## config.mk

```make
export PLATFORM = sky130hd
export DESIGN_NAME = bus_ack_ctrl_flat
export DESIGN_NICKNAME = d
export VERILOG_FILES = /design/src/rtl/bus_ack_ctrl_if.sv /design/src/rtl/bus_ack_ctrl.sv /design/src/flat_wrapper.sv
export SDC_FILE = /design/constraint.sdc
export NUM_CORES = 1
export LEC_CHECK = 0
export ABC_CLOCK_PERIOD_IN_PS = 2550
export BUFFER_PORTS_ARGS = -buffer_cell sky130_fd_sc_hd__buf_2
export CORE_MARGIN = 1
export CORE_UTILIZATION = 33
export DETAILED_ROUTE_END_ITERATION = 10
export GPL_TIMING_DRIVEN = 1
export PLACE_DENSITY_LB_ADDON = 0.12
export SLEW_MARGIN = 20
export SYNTH_ARGS = -nofsm -noshare
export SYNTH_HDL_FRONTEND = slang
export SYNTH_SLANG_ARGS = --single-unit
```

## constraint.sdc

```tcl
create_clock -name CLK -period 2.55 [get_ports CLK]
set_input_delay 0.1275 -clock CLK [delete_from_list [all_inputs] [get_ports CLK]]
set_output_delay 0.1275 -clock CLK [all_outputs]
set_load 0.02 [all_outputs]
```

## src/rtl/bus_ack_ctrl_if.sv

```systemverilog
// rtl/bus_ack_ctrl_if.sv - 68000 bus-termination signal bundle between CPU/decoder side and bus_ack_ctrl.
interface bus_ack_ctrl_if;
  logic       AS;
  logic       IACK;
  logic [2:0] IPL_ACK;
  logic       ROMEN;
  logic       RAMEN;
  logic       DUARTEN;
  logic       MFPEN;
  logic       MFP_DTACK;
  logic       DTACK;
  logic       BERR;
  logic       VPA;

  modport master (
    output AS, IACK, IPL_ACK, ROMEN, RAMEN, DUARTEN, MFPEN, MFP_DTACK,
    input  DTACK, BERR, VPA
  );

  modport slave (
    input  AS, IACK, IPL_ACK, ROMEN, RAMEN, DUARTEN, MFPEN, MFP_DTACK,
    output DTACK, BERR, VPA
  );
endinterface

```

## src/rtl/bus_ack_ctrl.sv

```systemverilog
// rtl/bus_ack_ctrl.sv - 68000 cycle termination: wait states, MFP DTACK pass-through, autovector, bus-error watchdog.
module bus_ack_ctrl #(
  parameter int unsigned ROM_WS    = 2,
  parameter int unsigned RAM_WS    = 0,
  parameter int unsigned DUART_WS  = 3,
  parameter int unsigned TIMEOUT   = 64,
  parameter logic [2:0]  MFP_LEVEL = 3'd5
) (
  input  logic          CLK,
  input  logic          RST,
  bus_ack_ctrl_if.slave bus
);

  typedef enum logic [2:0] {
    S_IDLE,
    S_WAIT,
    S_EXT,
    S_ACK,
    S_AUTOVEC,
    S_BUSERR
  } state_t;

  localparam logic [7:0] ROM_CNT   = 8'(ROM_WS);
  localparam logic [7:0] RAM_CNT   = 8'(RAM_WS);
  localparam logic [7:0] DUART_CNT = 8'(DUART_WS);
  localparam logic [7:0] WD_LAST   = 8'(TIMEOUT - 1);

  state_t     r_state;
  logic [7:0] r_cnt;
  logic [7:0] r_wd;
  logic       r_as_q;
  logic       r_mfp_ok;
  logic       r_dtack;
  logic       r_berr;
  logic       r_vpa;

  logic w_start;
  logic w_ext_ack;
  logic w_wd_expired;
  logic w_iack_mfp;

  // A start needs a genuine high-to-low AS transition, so a cycle in flight at reset is skipped.
  assign w_start      = r_as_q & ~bus.AS;
  assign w_ext_ack    = r_mfp_ok & ~bus.MFP_DTACK;
  assign w_wd_expired = (r_wd == WD_LAST);
  assign w_iack_mfp   = (bus.IPL_ACK == MFP_LEVEL);

  always_ff @(posedge CLK) begin
    if (!RST) begin
      r_state  <= S_IDLE;
      r_cnt    <= 8'd0;
      r_wd     <= 8'd0;
      r_as_q   <= 1'b0;
      r_mfp_ok <= 1'b0;
      r_dtack  <= 1'b1;
      r_berr   <= 1'b1;
      r_vpa    <= 1'b1;
    end else begin
      r_as_q <= bus.AS;
      case (r_state)
        S_IDLE: begin
          r_dtack <= 1'b1;
          r_berr  <= 1'b1;
          r_vpa   <= 1'b1;
          if (w_start) begin
            r_wd     <= 8'd0;
            r_mfp_ok <= 1'b0;
            if (!bus.IACK) begin
              r_mfp_ok <= w_iack_mfp;
              r_state  <= w_iack_mfp ? S_EXT : S_AUTOVEC;
            end else if (!bus.MFPEN) begin
              r_mfp_ok <= 1'b1;
              r_state  <= S_EXT;
            end else if (!bus.DUARTEN) begin
              r_cnt   <= DUART_CNT;
              r_state <= S_WAIT;
            end else if (!bus.ROMEN) begin
              r_cnt   <= ROM_CNT;
              r_state <= S_WAIT;
            end else if (!bus.RAMEN) begin
              r_cnt   <= RAM_CNT;
              r_state <= S_WAIT;
            end else begin
              r_state <= S_EXT;
            end
          end
        end

        // Ack is tested before the watchdog so it wins a same-edge race.
        S_WAIT: begin
          if (bus.AS) begin
            r_state <= S_IDLE;
          end else if (r_cnt == 8'd0) begin
            r_dtack <= 1'b0;
            r_state <= S_ACK;
          end else begin
            r_cnt <= r_cnt - 8'd1;
            if (w_wd_expired) begin
              r_berr  <= 1'b0;
              r_state <= S_BUSERR;
            end else begin
              r_wd <= r_wd + 8'd1;
            end
          end
        end

        S_EXT: begin
          if (bus.AS) begin
            r_state <= S_IDLE;
          end else if (w_ext_ack) begin
            r_dtack <= 1'b0;
            r_state <= S_ACK;
          end else if (w_wd_expired) begin
            r_berr  <= 1'b0;
            r_state <= S_BUSERR;
          end else begin
            r_wd <= r_wd + 8'd1;
          end
        end

        S_ACK: begin
          if (bus.AS) begin
            r_dtack <= 1'b1;
            r_state <= S_IDLE;
          end
        end

        // VPA drops one edge after the start edge, giving the CPU its N+1 timing.
        S_AUTOVEC: begin
          if (bus.AS) begin
            r_vpa   <= 1'b1;
            r_state <= S_IDLE;
          end else begin
            r_vpa <= 1'b0;
          end
        end

        S_BUSERR: begin
          if (bus.AS) begin
            r_berr  <= 1'b1;
            r_state <= S_IDLE;
          end
        end

        default: begin
          r_dtack <= 1'b1;
          r_berr  <= 1'b1;
          r_vpa   <= 1'b1;
          r_state <= S_IDLE;
        end
      endcase
    end
  end

  assign bus.DTACK = r_dtack;
  assign bus.BERR  = r_berr;
  assign bus.VPA   = r_vpa;

  a_one_term: assert property (@(posedge CLK) disable iff (!RST)
    $countones({~r_dtack, ~r_berr, ~r_vpa}) <= 1);

endmodule

```

## src/flat_wrapper.sv

```systemverilog
// flat-port wrapper written by rule: the top's interface ports become plain ports
module bus_ack_ctrl_flat 
#(
  parameter int unsigned ROM_WS    = 2,
  parameter int unsigned RAM_WS    = 0,
  parameter int unsigned DUART_WS  = 3,
  parameter int unsigned TIMEOUT   = 64,
  parameter logic [2:0]  MFP_LEVEL = 3'd5
)
  (CLK, RST, bus_AS, bus_IACK, bus_IPL_ACK, bus_ROMEN, bus_RAMEN, bus_DUARTEN, bus_MFPEN, bus_MFP_DTACK, bus_DTACK, bus_BERR, bus_VPA);
  bus_ack_ctrl_if bus_i ();
  input  logic CLK;
  input  logic RST;
  input wire logic [$bits(bus_i.AS)-1:0] bus_AS;
  input wire logic [$bits(bus_i.IACK)-1:0] bus_IACK;
  input wire logic [$bits(bus_i.IPL_ACK)-1:0] bus_IPL_ACK;
  input wire logic [$bits(bus_i.ROMEN)-1:0] bus_ROMEN;
  input wire logic [$bits(bus_i.RAMEN)-1:0] bus_RAMEN;
  input wire logic [$bits(bus_i.DUARTEN)-1:0] bus_DUARTEN;
  input wire logic [$bits(bus_i.MFPEN)-1:0] bus_MFPEN;
  input wire logic [$bits(bus_i.MFP_DTACK)-1:0] bus_MFP_DTACK;
  output wire logic [$bits(bus_i.DTACK)-1:0] bus_DTACK;
  output wire logic [$bits(bus_i.BERR)-1:0] bus_BERR;
  output wire logic [$bits(bus_i.VPA)-1:0] bus_VPA;
  assign bus_i.AS = bus_AS;
  assign bus_i.IACK = bus_IACK;
  assign bus_i.IPL_ACK = bus_IPL_ACK;
  assign bus_i.ROMEN = bus_ROMEN;
  assign bus_i.RAMEN = bus_RAMEN;
  assign bus_i.DUARTEN = bus_DUARTEN;
  assign bus_i.MFPEN = bus_MFPEN;
  assign bus_i.MFP_DTACK = bus_MFP_DTACK;
  assign bus_DTACK = bus_i.DTACK;
  assign bus_BERR = bus_i.BERR;
  assign bus_VPA = bus_i.VPA;
  bus_ack_ctrl #(.ROM_WS(ROM_WS), .RAM_WS(RAM_WS), .DUART_WS(DUART_WS), .TIMEOUT(TIMEOUT), .MFP_LEVEL(MFP_LEVEL)) u_core (.CLK(CLK), .RST(RST), .bus(bus_i));
endmodule
```

* Word-level counts from Yosys, hierarchy flattened
Index checks and enable logic that the tools add are counted.
Operators by class: equality and inequality tests 20, bitwise operators 6, reductions and logical operators 14, multiplexer cells 46, add/sub/neg operators 2
Operator list (number):
- $mux 8 | 14
- $mux 3 | 12
- $pmux 8 s3 | 1
- $reduce_and 6->1 | 3
- $ne 2x2->1 const B | 8
- $pmux 8 s2 | 1
- $mux 1 | 13
- $pmux 3 s4 | 1
- $eq 3x3->1 const B | 3
- $add 8x1->8 const B | 1
- $eq 8x6->1 const B | 1
- $logic_not 8->1 | 1
- $ne 2x1->1 const B | 4
- $pmux 1 s4 | 2
- $sub 8x1->8 const B | 1
- $reduce_and 7->1 | 1
- $eq 3x2->1 const B | 2
- $ne 4x4->1 const B | 1
- $not 1->1 | 4
- $reduce_and 2->1 | 2
- $reduce_or 2->1 | 2
- $reduce_or 4->1 | 1
- $eq 3x1->1 const B | 1
- $logic_not 3->1 | 1
- 6 further kinds | 7
Word-level totals: output and inout bits 3, logic and storage cells 96, register bits after elaboration 24, input bits 12

* Longest topological paths before layout
depth after elaboration 7, gate-level depth with buffers 8

* Worst setup path before layout
No wires, ideal clock.
path type reg-to-reg, from reg u_core.r_cnt[0], to reg u_core.r_state[0], data required time 2.483 ns, clock period less this slack 1.838 ns, data arrival time 1.771 ns, slack 0.712 ns, buffers on the path 0, cell stages (with the launch flop) 8, setup time 0.067 ns, cells stage by stage dfxtp_1 -> inv_1 -> ha_1 -> or4b_4 -> or2_1 -> o32a_1 -> o221a_2 -> o21ai_2
Between the ends: longest elaborated chain between the ends 4
Ends and longest elaborated chain:
- start: declaration | line bus_ack_ctrl.sv:29 | logic [7:0] r_cnt;
- start signal: assignment | line bus_ack_ctrl.sv:97 | r_cnt <= r_cnt - 8'd1;
- $logic_not 8->1 | line bus_ack_ctrl.sv:93 | end else if (r_cnt == 8'd0) begin
- $mux 3 | line bus_ack_ctrl.sv:93
- $mux 3 | line bus_ack_ctrl.sv:91 | if (bus.AS) begin
- $pmux 3 s4 | line bus_ack_ctrl.sv:60 | case (r_state)
- end signal: assignment | line bus_ack_ctrl.sv:70 | r_state <= w_iack_mfp ? S_EXT : S_AUTOVEC;
- end: declaration | line bus_ack_ctrl.sv:28 | state_t r_state;
Every way passes these cells. A chain may end at the register's enable or synchronous reset.

* Worst setup path after layout
from reg u_core.r_state[0], to reg u_core.r_wd[5]
Between the ends: longest elaborated chain between the ends 3, elaborated cells on any way between the ends 11
Ends and longest elaborated chain:
- $eq 3x2->1 (tied with other cells) | line bus_ack_ctrl.sv:60
- $ne 2x2->1 (no line) (tied with other cells)
- $reduce_and 6->1 (no line)
- end signal: assignment | line bus_ack_ctrl.sv:102 | r_wd <= r_wd + 8'd1;
- end signal: assignment | line bus_ack_ctrl.sv:117 | r_wd <= r_wd + 8'd1;
- end: declaration | line bus_ack_ctrl.sv:30 | logic [7:0] r_wd;
Several ways; a longest one is shown, not always the timed one.

==> flow_metrics.env <==
export IMPL_whs_path_depth=2
export IMPL_cp_start_kind="flop"
export IMPL_chipHeight_um=69.1
export IMPL_cp_slowest_stage_delay_ns=0.75
export IMPL_status="complete, no violations"
export IMPL_grt_pass1_wl_um=6320
export IMPL_async_flop_share_pct=0
export IMPL_hold_end="u_core.bus.VPA"
export IMPL_synth_largest_area_cell="dfxtp_1"
export IMPL_clk_transition_reported_paths_ns=0.10
export IMPL_power_density_nw_per_um2=458
export IMPL_cts_setup_buffers=0
export IMPL_clk_latency_ns=0.27
export IMPL_grt_remaining_overflow=0
export IMPL_cts_buffers=3
export IMPL_nets=213
export IMPL_use_met1_pct=21.4
export IMPL_cts_resized=0
export IMPL_critPathBufInv=0
export IMPL_synthFlopType="dfxtp_1"
export IMPL_grt_max_degree=21
export IMPL_r2r_end="u_core.r_wd[5]"
export IMPL_hp_start="RST"
export IMPL_place_congestion=0.884
export IMPL_yosys_warnings=0
export IMPL_htree_levels=1
export IMPL_clock_sinks=24
export IMPL_cts_tree="built"
export IMPL_grt_usage_pct=16.0
export IMPL_p_leak_nw=0.593
export IMPL_synthTopCellsByArea="dfxtp_1 (32%), nand2_1 (5.6%), or3_1 (3.8%)"
export IMPL_finalHoldViolCount=0
export IMPL_hp_class="in2reg"
export IMPL_portBuffers=14
export IMPL_finalCriticalPeriod_ns=2.28
export IMPL_pin_count=15
export IMPL_worst_endpoint_required_ns=2.76
export IMPL_setup_tns_ns=0
export IMPL_postCtsHoldBufs=0
export IMPL_die_w_um=69.1
export IMPL_n_antenna_cell=0
export IMPL_regToRegSetupSlack_ns=0.27
export IMPL_fp_coreArea_um2=4350
export IMPL_drtAntennaViolNets=0
export IMPL_crit_type="reg2reg"
export IMPL_drtPass1Iterations=4
export IMPL_drive_above_1_share_pct=13.6
export IMPL_synth_nets=202
export IMPL_num_rows=24
export IMPL_fmax_ghz=0.438
export IMPL_cp_max_fo=20
export IMPL_slowest_stage="dfxtp_1"
export IMPL_path_delay_family="simple AND/OR/NAND/NOR gates"
export IMPL_crit_chain="xor2_1 > nand4_1 > nand4b_1 > or3_1 > a21oi_1"
export IMPL_antenna_found_initial=0
export IMPL_syn_avg_cell_area_um2=7.91
export IMPL_grt_use_met3_pct=4.24
export IMPL_routedWlPerCell_um=14.1
export IMPL_syn_to_final_growth_pct=10.3
export IMPL_synth_cell_types=50
export IMPL_synth_edf_count=0
export IMPL_finalWirelength_um=3520
export IMPL_finalSetupViolCount=0
export IMPL_synth_top_area_share_pct=32.3
export IMPL_rr_startpoint="u_core.r_state[0]"
export IMPL_ir_drop_uv=292
export IMPL_ys_ff_latch=24
export IMPL_grt_pass1_vias=1376
export IMPL_post_place_ws_ns=0.362
export IMPL_netlist_area_um2=1490
export IMPL_cts_root_buf="clkbuf_8"
export IMPL_start_util_pct=34.1
export IMPL_setup_ws_ns=0.269
export IMPL_skew_ns=0.0170
export IMPL_post_route_period_util_pct=89.4
export IMPL_drt_iter0_markers=206
export IMPL_postSynthCellCount=188
export IMPL_slew_headroom_pct=56.9
export IMPL_worstRegToRegCells=5
export IMPL_cap_viol_max_count=0
export IMPL_busiest_layer="met2"
export IMPL_clockBufferDepth=2
export IMPL_die_area_um2=4780
export IMPL_worst_ep_arrival_time_ns=2.49
export IMPL_synth_common_cells="dfxtp_1 (24), nand2_1 (22), nor2_1 (12), o21ai_0 (11)"
export IMPL_vias_per_cell=5.70
export IMPL_tightestPinTransition_ns=0.646
export IMPL_rsz0062_at_grt="no"
export IMPL_crit_path_end_kind="flop"
export IMPL_finalMaxSlewViolations=0
export IMPL_route_detailed_drc=0
export IMPL_hpwl_um=2640
export IMPL_via_count=1424
export IMPL_yosysMostFrequentCell="dfxtp_1"
export IMPL_use_met2_pct=25.5
export IMPL_seq_area_frac_synth_pct=32.3
stage by stage:
| stage | area (µm²) | total power [mW] | utilization (%) | hold WS [ns] | instances |
|---|---|---|---|---|---|
| finish | 1640 | 0.751 | 37.6 | 0.169 | 250 |
| detailed placement | 1580 | 0.495 | 36.4 | 0.460 | 246 |
| global route | 1640 | 0.800 | 37.6 | 0.180 | 250 |
| CTS | 1640 | 0.758 | 37.6 | 0.172 | 250 |
| global placement | 1580 | 0.494 | 36.4 | 0.450 | 246 |
| floorplan | 1490 | 0.467 | - | 0.314 | 188 |
layer usage:
layer	part of all wire, %	up-vias
met5	0	-
met4	0.48	0
met3	4.6	2
met2	45	37
met1	50	672
li1	-	713
cell families (layout without fill, tap and decap cells):
family          count (synthesis)  in the layout  share of synthesized area, %
buf+inv                        16             26                          4.80
simple gates                   88             88                          32.3
fa+ha+maj                       2              2                          1.68
compound gates                 50             50                          24.0
flops                          24             24                          32.3
xor+xnor                        6              6                          3.54
mux                             2              2                          1.35
cell type report:
class	count	area, µm²
tap	52	65.1
inverter	7	26.3
timing repair buffer	15	77.6
sequential	24	480
clock buffer	4	55.1
fill	449	2720
multi-input combinational	148	935
flip-flops by register name (all words and copies together), names as in the netlist:
| name | cells |
|---|---|
| u_core.r_mfp_ok | 1 |
| u_core.r_cnt | 8 |
| u_core.bus.BERR | 1 |
| u_core.r_wd | 8 |
| u_core.bus.DTACK | 1 |
| u_core.bus.VPA | 1 |
| u_core.r_as_q | 1 |
| u_core.r_state | 3 |
cell usage in the layout, fill, tap and decap left out, types with 5 or more instances in the layout:
master and n:
nand2_1 22, a211oi_1 5, a21oi_1 9, nand2b_1 7, o21ai_0 11, nand4_1 5
buf_2 14, or3_1 9, nor2_1 12, nand3_1 7, dfxtp_1 24, inv_1 7
and2_1 7
how the worst max path moves through the flow:
stage | end | cells past startpoint | startpoint | slack (ns)
2_1_floorplan | u_core.r_state[0] | 7 | u_core.r_cnt[0] | 0.71
3_3_place_gp | u_core.r_wd[0] | 5 | u_core.r_state[0] | 0.48
3_5_place_dp | u_core.r_wd[5] | 5 | u_core.r_state[0] | 0.36
4_1_cts | u_core.r_wd[5] | 5 | u_core.r_state[0] | 0.34
5_1_grt | u_core.r_wd[2] | 5 | u_core.r_state[0] | 0.007
6_report | u_core.r_wd[5] | 5 | u_core.r_state[0] | 0.27
where the power goes:
part           total (mW)  switching (mW)  internal, mW
logic              0.0951          0.0568        0.0383
registers           0.392         0.00972         0.382
clock network       0.264           0.126         0.138
total               0.751           0.193         0.558
Power figures use the tool's default switching activity.
